`config.mk`:
```
export PLATFORM = sky130hd
export DESIGN_NAME = ireg_sched
export DESIGN_NICKNAME = d
export VERILOG_FILES = /design/src/rtl/ireg_sched.sv
export SDC_FILE = /design/constraint.sdc
export NUM_CORES = 1
export LEC_CHECK = 0
export BUFFER_PORTS_ARGS = -buffer_cell sky130_fd_sc_hd__buf_2
export CORE_MARGIN = 2
export CORE_UTILIZATION = 57
export CTS_CLUSTER_DIAMETER = 30
export DETAILED_ROUTE_END_ITERATION = 10
export PLACE_DENSITY = 0.83
export SYNTH_ARGS = -nofsm -noshare
export SYNTH_HDL_FRONTEND = slang
export SYNTH_SLANG_ARGS = --single-unit
```
`constraint.sdc`:
```
create_clock -name i_clk -period 9.1 [get_ports i_clk]
set_input_delay 0.455 -clock i_clk [delete_from_list [all_inputs] [get_ports i_clk]]
set_output_delay 0.455 -clock i_clk [all_outputs]
set_load 0.01 [all_outputs]
```
`src/rtl/ireg_sched.sv`:
```
// Skewing tile scheduler feeding the row input registers of the systolic array.
// Define IREG_SCHED_AUTOCLR_EN to add the post-drain CLEAR state and ireg_clr pulse.
module ireg_sched #(
    parameter int WIDTH = 16,
    parameter int ROWS  = 4,
    parameter int MAX_K = 255,
    parameter int KW    = $clog2(MAX_K + 1)
) (
    input  logic                    i_clk,
    input  logic                    i_rst,
    input  logic                    i_start,
    input  logic [KW-1:0]           i_k_len,
    output logic                    o_busy,
    output logic                    o_done,
    input  logic                    i_in_valid,
    output logic                    o_in_ready,
    input  logic [ROWS*WIDTH-1:0]   i_in_data,
    output logic [ROWS-1:0]         o_ireg_en,
    output logic                    o_ireg_clr,
    output logic [ROWS*WIDTH-1:0]   o_row_data
);

    localparam int DW = (ROWS > 1) ? $clog2(ROWS) : 1;

    typedef enum logic [1:0] {
        S_IDLE,
        S_LOAD,
        S_DRAIN,
        S_CLEAR
    } state_t;

    state_t          r_state;
    state_t          w_next;
    logic [KW-1:0]   r_klen;
    logic [KW-1:0]   r_cnt;
    logic [DW-1:0]   r_dcnt;
    logic            w_beat;
    logic            w_step;
    logic            w_klast;
    logic            w_dlast;
    logic            w_accept;

    assign w_beat   = (r_state == S_LOAD) && i_in_valid;
    assign w_step   = w_beat || (r_state == S_DRAIN);
    assign w_klast  = (r_cnt == r_klen - 1'b1);
    assign w_dlast  = (r_dcnt == DW'(ROWS - 1));
    assign w_accept = (r_state == S_IDLE) && i_start;

    always_ff @(posedge i_clk) begin
        if (i_rst) begin
            r_state <= S_IDLE;
        end else begin
            r_state <= w_next;
        end
    end

    always_comb begin
        w_next = r_state;
        case (r_state)
            S_IDLE: begin
                if (i_start) begin
                    w_next = (i_k_len != '0) ? S_LOAD : S_DRAIN;
                end
            end
            S_LOAD: begin
                if (w_beat && w_klast) begin
                    w_next = S_DRAIN;
                end
            end
            S_DRAIN: begin
                if (w_dlast) begin
`ifdef IREG_SCHED_AUTOCLR_EN
                    w_next = S_CLEAR;
`else
                    w_next = S_IDLE;
`endif
                end
            end
            S_CLEAR: w_next = S_IDLE;
            default: w_next = S_IDLE;
        endcase
    end

    // Beat counter only ever reaches k_len, so MAX_K never wraps it.
    always_ff @(posedge i_clk) begin
        if (i_rst) begin
            r_klen <= '0;
            r_cnt  <= '0;
            r_dcnt <= '0;
        end else begin
            if (w_accept) begin
                r_klen <= i_k_len;
                r_cnt  <= '0;
            end else if (w_beat) begin
                r_cnt <= r_cnt + 1'b1;
            end
            if (r_state == S_DRAIN) begin
                r_dcnt <= w_dlast ? '0 : r_dcnt + 1'b1;
            end else begin
                r_dcnt <= '0;
            end
        end
    end

    assign o_busy     = (r_state != S_IDLE);
    assign o_in_ready = (r_state == S_LOAD);

`ifdef IREG_SCHED_AUTOCLR_EN
    assign o_done     = (r_state == S_CLEAR);
    assign o_ireg_clr = (r_state == S_CLEAR);
`else
    assign o_done     = (r_state == S_DRAIN) && w_dlast;
    assign o_ireg_clr = 1'b0;
`endif

    for (genvar r = 0; r < ROWS; r++) begin : g_row
        logic             w_act;
        logic [WIDTH-1:0] w_dat;
        logic             r_en;
        logic [WIDTH-1:0] r_out;

        if (r == 0) begin : g_direct
            assign w_act = w_beat;
            assign w_dat = i_in_data[0 +: WIDTH];
        end else begin : g_dly
            // Row r holds r stages; they only advance on a step.
            logic [r-1:0]     r_a;
            logic [WIDTH-1:0] r_d [r];

            always_ff @(posedge i_clk) begin
                if (i_rst) begin
                    r_a <= '0;
                    for (int k = 0; k < r; k++) begin
                        r_d[k] <= '0;
                    end
                end else if (w_step) begin
                    r_a[0] <= w_beat;
                    r_d[0] <= i_in_data[r*WIDTH +: WIDTH];
                    for (int k = 1; k < r; k++) begin
                        r_a[k] <= r_a[k-1];
                        r_d[k] <= r_d[k-1];
                    end
                end
            end

            assign w_act = r_a[r-1];
            assign w_dat = r_d[r-1];
        end

        always_ff @(posedge i_clk) begin
            if (i_rst) begin
                r_en  <= 1'b0;
                r_out <= '0;
            end else begin
                r_en  <= w_step && w_act;
                r_out <= (w_step && w_act) ? w_dat : '0;
            end
        end

        assign o_ireg_en[r]                 = r_en;
        assign o_row_data[r*WIDTH +: WIDTH] = r_out;
    end

endmodule
```
==> metrics.csv <==
stage,metric,value,unit
detailed_routing,drc_errors,0,
yosys,synth-async-reset-ratio,0,%
grt,grt_pass1_wl,18400,um
yosys,synth_nets,580,
yosys,syn_inst,501,
detailed_routing,wl_per_cell,14.4,um
yosys,synth_area_leaders,"edfxtp_1, dfxtp_1, and2_1, and3_1, nand2_1",
place,gp_congestion,0.823,
run,drv_cap,0,
clocking,cts_buffer_depth,2,
timing,fin_setup_tns,0,ns
final_layout,drive_above_1_share,28.2,%
critical_path,cp.arrival,2.50,ns
yosys,synth_edf_count,96,
timing,rsz0062_at_grt,false,
yosys,synth_ff_type,edfxtp_1,
grt,overflow,0,
detailed_routing,wirelength,11400,um
yosys,yosys.area.top_type,edfxtp_1,
grt,grt_max_degree,148,
die,dieHeight,112,um
yosys,yosysMostFrequentCell,and2_1,
critical_path,cp_max_fo,96,
grt,grt_pass1_vias,3881,
critical_path,cp_cell_sequence,nor2b_2 -> and2_1 -> nor3_1 -> inv_4,
final_layout,final_core_util,69.6,%
yosys,syn_area,6640,um2
clocking,post_cts_buffers,0,
timing,worst_slew_pin_slew,1.13,ns
yosys,ys_warn_count,0,
pwr,power_leakage,3.62,nW
clocking,htreeDepth,4,
final_layout,syn_to_final_growth,19.7,%
clocking,cts_buffers,17,
critical_path,slowest_stage,nor3_1,
yosys,syn_area_per_cell,13.3,um2
critical_path,criticalPathCategory,flop to flop,
die,ios,148,
die,core,11400,um2
die,dieArea,12500,um2
clocking,cts-root-buf,clkbuf_16,
die,die_x,112,um
clocking,clkTransAtPathRegs,0.06,ns
status,outcome,"complete, no violations",
timing,relSlewSlack,24.9,%
grt,antenna_found_initial,0,
critical_path,critPathLaunchType,flop,
final_layout,final_area,7950,um2
yosys,synth_commonest_cells,"and2_1, edfxtp_1, dfxtp_1",
clocking,cts_hold_buffers,0,
timing,worst_clock_skew,0.00755,ns
timing,fin_crit_sh,27.5,%
detailed_routing,via_count,3972,
critical_path,required,9.09,ns
clocking,cts_tree,built,
critical_path,slowest_delay,0.63,ns
final_layout,final_nets,715,
pwr,p_per_area,216,nW/um2
place,dp_hpwl,7550,um
timing,slew_violations,0,
place,postPlaceCellArea,7400,um2
detailed_routing,drt-pass1-iter-count,4,
worst_hold_path,hp-class,input pin to flop,
detailed_routing,ant_nets,0,
yosys,ys_ff_latch,187,
timing,max_freq,0.400,GHz
grt,grt_use_total,19.0,%
clocking,worstSkewPairLatency,0.42,ns
timing,setup_viol,0,
critical_path,path_buf_inv,1,
critical_path,end_kind,flop,
critical_path,critical_path.top_delay_family,simple AND/OR/NAND/NOR gates,
clocking,cts_resized,0,
detailed_routing,viasPerCell,5.01,
pwr,peakVddDrop,0.172,mV
die,num_rows,39,
timing,finalCriticalPeriod,2.50,ns
yosys,synth.distinct_cells,38,
timing,hold_viol,0,
die,start_util,58.2,%
yosys,synth.top_cell.area_share,43.4,%
detailed_routing,drtIter0Drc,249,
clocking,cts.sinks,187,
yosys,yosysSeqAreaShare,70.8,%
place,io_buffers,146,
## cells by family after synthesis
group | count (synthesis) | share of synthesized area, %
AO/OA/AOI/OAI | 31 | 2.75
XOR/XNOR | 17 | 2.24
adder cells (fa/ha/maj) | 3 | 0.565
buffers and inverters | 35 | 2.83
flip-flops | 187 | 70.8
other | 1 | 0.0565
AND/OR/NAND/NOR | 227 | 20.7
## state kept, by name (all words and copies together), names as in the netlist
name / cells
r_cnt: 8
r_state: 2
r_klen: 8
g_row.g_dly.r_a: 3
g_row.g_dly.r_d: 96
g_row.r_out: 64
r_dcnt: 2
g_row.r_en: 4
## layout make-up
| cell class | count | area (um2) |
|---|---|---|
| Tap cell | 143 | 179 |
| Sequential cell | 187 | 4700 |
| Multi-Input combinational cell | 279 | 1760 |
| Antenna cell | 1 | 2.50 |
| Clock inverter | 11 | 96.3 |
| Timing Repair Buffer | 147 | 738 |
| Fill cell | 822 | 3470 |
| Clock buffer | 21 | 450 |
| Inverter | 4 | 17.5 |
## metal layers
| metal | wire [um] | vias to the layer above | global-route usage (%) | share of wire, % |
|---|---|---|---|---|
| met3 | 665 | 24 | 6.37 | 5.8 |
| met2 | 5550 | 125 | 30.6 | 49 |
| met5 | 0 | - | 0 | 0 |
| met1 | 4900 | 1848 | 23.0 | 43 |
| li1 | - | 1975 | - | - |
| met4 | 297 | 0 | 9.67 | 2.6 |
## through the flow
step	power (W)	setup slack [ns]	hold slack (ns)	cells
floorplan	0.00103	5.82	0.407	501
global placement	0.00106	6.76	0.421	760
detailed placement	0.00106	6.59	0.438	760
CTS	0.00174	6.61	0.210	792
global route	0.00178	6.38	0.219	792
finish	0.00172	6.60	0.228	793
## layout by cell type (no fill, tap or decap), types with 2 or more instances in the layout
cell type and count:
o21ai_0 5, nor2_1 8, xnor2_1 9, clkinv_2 3, xor2_1 8, nand2_1 25
clkinvlp_4 4, clkbuf_16 17, inv_1 3, and2_1 118, a21oi_1 16, edfxtp_1 96
or2b_2 2, and3_1 49, nor3_1 6, buf_2 146, nand4_1 3, dfxtp_1 91
clkbuf_1 3, a21o_1 3, ha_1 3, nand2b_1 3, or3_1 2, nor4_1 3
## report_power, final
| part | internal (W) | total [W] | switching (W) |
|---|---|---|---|
| Combinational | 0.0000366 | 0.0000917 | 0.0000550 |
| Sequential | 0.000936 | 0.000952 | 0.0000164 |
| Clock | 0.000382 | 0.000676 | 0.000293 |
| Total | 0.00135 | 0.00172 | 0.000365 |
## worst paths after layout
| check | start | to | slack (ns) | cells past startpoint |
|---|---|---|---|---|
| worst max-delay path | r_state[0]$_SDFFE_PP0P_ | g_row[3].g_dly.r_d[2][6]$_SDFFCE_PN0P_ | 6.60 | 4 |
| worst min-delay path | i_in_data[0] | g_row[0].r_out[0]$_SDFF_PP0_ | 0.23 | 2 |
| worst max register to register | r_state[0]$_SDFFE_PP0P_ | g_row[3].g_dly.r_d[2][6]$_SDFFCE_PN0P_ | 6.60 | 4 |
| worst min register to register | r_dcnt[0]$_SDFF_PP0_ | r_dcnt[0]$_SDFF_PP0_ | 0.45 | 1 |
(Power assumes the default switching activity.)
